**config.mk**
```make
export PLATFORM = sky130hd
export DESIGN_NAME = pixel_stream_buffer
export DESIGN_NICKNAME = d
export VERILOG_FILES = /design/src/rtl/pixel_stream_buffer.sv
export SDC_FILE = /design/constraint.sdc
export NUM_CORES = 1
export LEC_CHECK = 0
export ABC_AREA = 1
export CAP_MARGIN = 20
export CORE_ASPECT_RATIO = 0.9
export CORE_UTILIZATION = 40
export CTS_BUF_LIST = sky130_fd_sc_hd__clkbuf_2 sky130_fd_sc_hd__clkbuf_4 sky130_fd_sc_hd__clkbuf_8
export DETAILED_ROUTE_END_ITERATION = 8
export GPL_TIMING_DRIVEN = 0
export PLACE_DENSITY = 0.66
export SETUP_SLACK_MARGIN = 0.15
export SLEW_MARGIN = 20
export SYNTH_ARGS = -nofsm -noshare
export SYNTH_HDL_FRONTEND = slang
export SYNTH_SLANG_ARGS = --single-unit
```
**constraint.sdc**
```tcl
create_clock -name clk -period 6.9 [get_ports clk]
set_clock_uncertainty 0.05 [all_clocks]
set_input_delay 2.07 -clock clk [delete_from_list [all_inputs] [get_ports clk]]
set_output_delay 2.07 -clock clk [all_outputs]
set_load 0.02 [all_outputs]
```
**src/rtl/pixel_stream_buffer.sv**
```systemverilog
// Two-slot ping-pong pixel buffer: whole-block parallel load on the input side,
// LANES pixels per ready/valid beat on the output side.
module pixel_stream_buffer #(
  parameter int unsigned NUM_PIXELS  = 16,
  parameter int unsigned PIXEL_WIDTH = 16,
  parameter int unsigned LANES       = 1,
  parameter int unsigned LOW_WATER   = LANES,
  parameter int unsigned COUNT_WIDTH = $clog2(2*NUM_PIXELS)+1
) (
  input  logic                               clk,
  input  logic                               reset_n,
  input  logic                               in_valid,
  output logic                               in_ready,
  input  logic [NUM_PIXELS*PIXEL_WIDTH-1:0]  value_in,
  output logic                               out_valid,
  input  logic                               out_ready,
  output logic [LANES*PIXEL_WIDTH-1:0]       value_out,
  output logic [COUNT_WIDTH-1:0]             level,
  output logic                               almost_empty,
  output logic                               empty,
  output logic                               underrun
);

  localparam int unsigned BLK_W  = NUM_PIXELS * PIXEL_WIDTH;
  localparam int unsigned BEAT_W = LANES * PIXEL_WIDTH;
  localparam int unsigned RD_W   = $clog2(NUM_PIXELS) + 1;
  localparam int unsigned RDX_W  = RD_W + 1;

  logic [1:0][BLK_W-1:0]  slot_q;
  logic [1:0]             valid_q, valid_d;
  logic                   head_q, head_d;
  logic [RD_W-1:0]        rd_q, rd_d;
  logic                   primed_q, primed_d;
  logic                   underrun_q, underrun_d;
  logic [COUNT_WIDTH-1:0] level_q, level_d;
  logic                   empty_q, empty_d;
  logic                   almost_empty_q, almost_empty_d;
  logic                   wr_en, wr_sel;
  logic                   enq, deq, last_beat;

  assign in_ready     = ~(valid_q[0] & valid_q[1]);
  assign out_valid    = valid_q[head_q];
  assign level        = level_q;
  assign empty        = empty_q;
  assign almost_empty = almost_empty_q;
  assign underrun     = underrun_q;

  assign enq       = in_valid & in_ready;
  assign deq       = out_valid & out_ready;
  assign last_beat = (({1'b0, rd_q} + RDX_W'(LANES)) == RDX_W'(NUM_PIXELS));

  // Output lanes come straight from the active slot at the read offset.
  always_comb begin
    value_out = '0;
    if (out_valid) begin
      value_out = BEAT_W'(slot_q[head_q] >> (rd_q * PIXEL_WIDTH));
    end
  end

  // Next-state: dequeue first, then enqueue into the slot that was free before the edge.
  always_comb begin
    valid_d    = valid_q;
    head_d     = head_q;
    rd_d       = rd_q;
    wr_en      = 1'b0;
    wr_sel     = head_q;
    primed_d   = primed_q | enq;
    underrun_d = underrun_q | (out_ready & ~out_valid & primed_q);

    if (deq) begin
      if (last_beat) begin
        valid_d[head_q] = 1'b0;
        head_d          = ~head_q;
        rd_d            = '0;
      end else begin
        rd_d = rd_q + RD_W'(LANES);
      end
    end

    if (enq) begin
      wr_en           = 1'b1;
      wr_sel          = valid_q[head_q] ? ~head_q : head_q;
      valid_d[wr_sel] = 1'b1;
      if (!valid_q[head_q]) begin
        rd_d = '0;
      end
    end

    level_d = level_q + (enq ? COUNT_WIDTH'(NUM_PIXELS) : '0)
                      - (deq ? COUNT_WIDTH'(LANES) : '0);
    empty_d        = (level_d == '0);
    almost_empty_d = (level_d != '0) && (level_d <= COUNT_WIDTH'(LOW_WATER));
  end

  always_ff @(posedge clk or negedge reset_n) begin
    if (!reset_n) begin
      slot_q         <= '0;
      valid_q        <= '0;
      head_q         <= 1'b0;
      rd_q           <= '0;
      primed_q       <= 1'b0;
      underrun_q     <= 1'b0;
      level_q        <= '0;
      empty_q        <= 1'b1;
      almost_empty_q <= 1'b0;
    end else begin
      if (wr_en) begin
        slot_q[wr_sel] <= value_in;
      end
      valid_q        <= valid_d;
      head_q         <= head_d;
      rd_q           <= rd_d;
      primed_q       <= primed_d;
      underrun_q     <= underrun_d;
      level_q        <= level_d;
      empty_q        <= empty_d;
      almost_empty_q <= almost_empty_d;
    end
  end

endmodule

```
==> flow_summary.ini, run 1 <==
[outcome]
status = finished clean

[worst_setup_path]
criticalPathCategory = reg -> out
critical-path-top-cell-by-count = sky130_fd_sc_hd__nand2_1
critical-path-top-delay-family = buffers and inverters
critical_path_peak_fanout = 10
cp_slowest_stage_delay_ps = 760
timing.critical_path.arrival_ps = 4070
timing.critical_path.to_type = primary output
worstPathCellList = buf_2 -> clkinv_1 -> clkbuf_1 -> nand3_1 -> nand2_1 -> nand2_1 -> nand3_1 -> nand2_1 -> nor2_1 -> clkdlybuf4s50_1
cp.buffers_inverters = 4
crit_required_ps = 4780
critical_path.startpoint_type = flop
cpMaxStageDelayCell = sky130_fd_sc_hd__clkbuf_1

[die]
chipHeight_um = 240.2
dieWidth_um = 266.7
std_cell_rows = 86
floorplan.die_area_mm2 = 0.06407
io_pins = 287
area_of_the_core_mm2 = 0.06176
initial_utilization_pct = 40.84

[pwr]
peakVddDrop_v = 0.0003882
combPwrFrac_pct = 46.8
power_leakage_uw = 0.01549
power_switching_share_pct = 45.24
switching_power_uw = 7176
p_int_uw = 8686
power_density_mw_per_mm2 = 509.0
p_clk_share_pct = 18.7
power_frac_seq_pct = 34.5

[layout]
nets = 3883
post_layout_nonfiller_instances = 4513
post_route_cells_drive_above_1_share_pct = 9.173
p_r_area_growth_vs_syn_pct = 23.54
final_cell_area_mm2 = 0.03116

[timing]
final.hold.worst_slack_ps = 425.5
max_freq_mhz = 161.7
setup_ws_final_ps = 714.9
worstMarginPinSlew_ps = 999.2
post-route-period-util_pct = 89.64
report.final.hold_viol_count = 0
setup-tns-final_ps = 0
fin_crit_ps = 6185
setup_viol = 0
final-max-slew-violation-count = 0
slew_headroom_pct = 33.39
grt_setup_unrepaired = false

[placement]
place.detailed.instances = 4358
place.port_buffers = 286
placement.cell_area_mm2 = 0.02930
placer_s_final_routability_congestion_estimate = 0.9792
pre_cts_slack_ps = 1678
dp.final_hpwl_um = 71430

[clock_tree]
holdBufCountCts = 0
clock_path_buffers = 3
cts_buffers = 91
h_tree_level_count = 3
postCtsSetupBuffers = 0
worst_setup_hold_path_clk_slew_ps = 60
tritoncts = done
ctsResizeCount = 0
clock_tree.root_cell = sky130_fd_sc_hd__clkbuf_8
clkSinkCount = 530
clk-insertion-delay-late_ps = 710

[synth]
syn_avg_cell_area_um2 = 7.809
synth.ff_latch_count = 530
leading_post_synthesis_cells_by_instance_count = sky130_fd_sc_hd__nand2_1 (1154), sky130_fd_sc_hd__dfrtp_1 (529), sky130_fd_sc_hd__nand3_1 (358)
synth.yosys.seq_area_share_pct = 52.59
synthDistinctLibCells = 28
synthCells = 3230
post-synth-top-count-cell = sky130_fd_sc_hd__nand2_1
synth_nets = 3498
share_of_synthesized_flip_flops_with_an_asynchronous_set_or_reset_pct = 100.0
ys_warn_count = 0
cell_types_occupying_the_most_area_after_synthesis = sky130_fd_sc_hd__dfrtp_1 (52%), sky130_fd_sc_hd__nand2_1 (17%), sky130_fd_sc_hd__nand3_1 (7.1%)
post_synth_top_flop = sky130_fd_sc_hd__dfrtp_1
synth.cell_area_mm2 = 0.02522
synthDominantAreaCellType = sky130_fd_sc_hd__dfrtp_1
netlist.area_leader.share_pct = 52.48
number_of_synthesized_flops_with_an_enable_pin = 0

[run]
max_cap_viol_count = 0

[grt]
grt_pass1_vias = 23030
grt_first_pass_wirelength_um = 142400
pin_count_of_the_biggest_net_entering_global_routing = 92
number_of_antenna_violations_at_the_first_check_in_global_routing = 1
global_route.usage.total_pct = 30.32
globalRouteOverflowTotal = 0

[detailed_routing]
number_of_drc_markers_in_iteration_0 = 2896
route.final.wire_length_um = 96550
first_pass_iteration_count_of_the_detailed_router = 8
antenna_left = 0
wl_per_cell_um = 21.39
drt_drc_violations_left = 0
post_drt_via_cell_ratio = 5.370
dr_total_vias = 24230

[worst_hold_path]
hold_path.class = reg -> reg
[path summary, 6_finish.rpt]
path,slack [ps],endpoint,startpoint,cells past startpoint
max in group asynchronous,4350,empty$_DFF_PN1_,reset_n,3
min in group asynchronous,1220,slot_q[3]$_DFFE_PN0P_,reset_n,1
setup reg to reg,3920,almost_empty$_DFF_PN0_,head_q$_DFFE_PN0P_,15
setup / recovery,710,value_out[2],rd_q[1]$_DFF_PN0_,10
hold reg to reg,430,primed_q$_DFF_PN0_,primed_q$_DFF_PN0_,1
hold / removal,430,primed_q$_DFF_PN0_,primed_q$_DFF_PN0_,1
[cell type report]
class,instances,area [um^2]
Antenna cell,3,7.507
Buffer,222,1304
Clock buffer,141,1759
Clock inverter,11,92.59
Fill cell,6110,30600
Inverter,278,1044
Multi-Input combinational cell,2200,9612
Sequential cell,530,13260
Tap cell,836,1046
Timing Repair Buffer,292,3033
[registers in the layout, indices dropped and copies added (netlist names)]
| register | flops |
|---|---|
| head_q | 1 |
| valid_q | 2 |
| rd_q | 5 |
| primed_q | 1 |
| slot_q | 512 |
| almost_empty | 1 |
| level | 6 |
| underrun | 1 |
| empty | 1 |
[power groups by stage]
stage	Clock [uW]	Sequential, uW	Combinational, uW
floorplan	0	5280	4370
global placement	0	5470	7070
detailed placement	0	5460	7200
CTS	2970	5430	7220
global route	3110	5630	8040
finish	2960	5470	7430
[cells by family (layout without fill, tap and decap cells)]
group	Yosys count	in the layout	synth area share (%)
DFF	530	530	52.59
AOI/OAI and AO/OA	571	571	11.58
other	0	3	0
xor gates and xnor gates	6	6	0.2083
and+or+nand+nor	1615	1615	25.89
buffers and inverters	500	944	9.306
adders and majority gates	8	8	0.4266
[cells in the final DEF, fill, tap and decap left out, types with 2 or more instances in the layout]
cell	count
sky130_fd_sc_hd__buf_1	10
sky130_fd_sc_hd__buf_6	32
sky130_fd_sc_hd__nand2_2	3
sky130_fd_sc_hd__dfrtp_1	529
sky130_fd_sc_hd__clkbuf_8	112
sky130_fd_sc_hd__o21ai_0	331
sky130_fd_sc_hd__nand3_1	358
sky130_fd_sc_hd__buf_4	31
sky130_fd_sc_hd__o21ai_1	211
sky130_fd_sc_hd__o21ai_2	14
sky130_fd_sc_hd__inv_2	4
sky130_fd_sc_hd__clkdlybuf4s50_1	285
sky130_fd_sc_hd__clkbuf_1	58
sky130_fd_sc_hd__clkinv_2	5
sky130_fd_sc_hd__buf_2	91
sky130_fd_sc_hd__clkinvlp_4	2
sky130_fd_sc_hd__clkinv_1	2
sky130_fd_sc_hd__a21oi_1	12
sky130_fd_sc_hd__inv_1	272
sky130_fd_sc_hd__clkinv_8	2
sky130_fd_sc_hd__diode_2	3
sky130_fd_sc_hd__xnor2_1	2
sky130_fd_sc_hd__buf_16	6
sky130_fd_sc_hd__nor2_1	97
sky130_fd_sc_hd__nand2_1	1154
sky130_fd_sc_hd__xor2_1	4
sky130_fd_sc_hd__ha_1	7
sky130_fd_sc_hd__clkbuf_4	29
[through the flow]
| stage | power [uW] | utilization, % |
|---|---|---|
| after floorplan | 9648 | - |
| after global placement | 12540 | 47.17 |
| after detailed placement | 12660 | 47.44 |
| after CTS | 15620 | 50.44 |
| after global routing | 16780 | 50.44 |
| final | 15860 | 50.45 |
[metal layers]
layer | vias up | global-route usage, % | routed length (um)
li1 | 11040 | - | -
met4 | 0 | 11.79 | 3623
met2 | 1233 | 44.15 | 41050
met5 | - | 0 | 0
met1 | 11750 | 41.79 | 40900
met3 | 208 | 9.668 | 10970
Note: power is estimated with default switching activity, not from simulation.
==> run 2, diff against run 1 <==
CAP_MARGIN = default   (was 20)
==> results of run 2 <==
No change in the layout: final DEF, timing and power equal those of run 1.
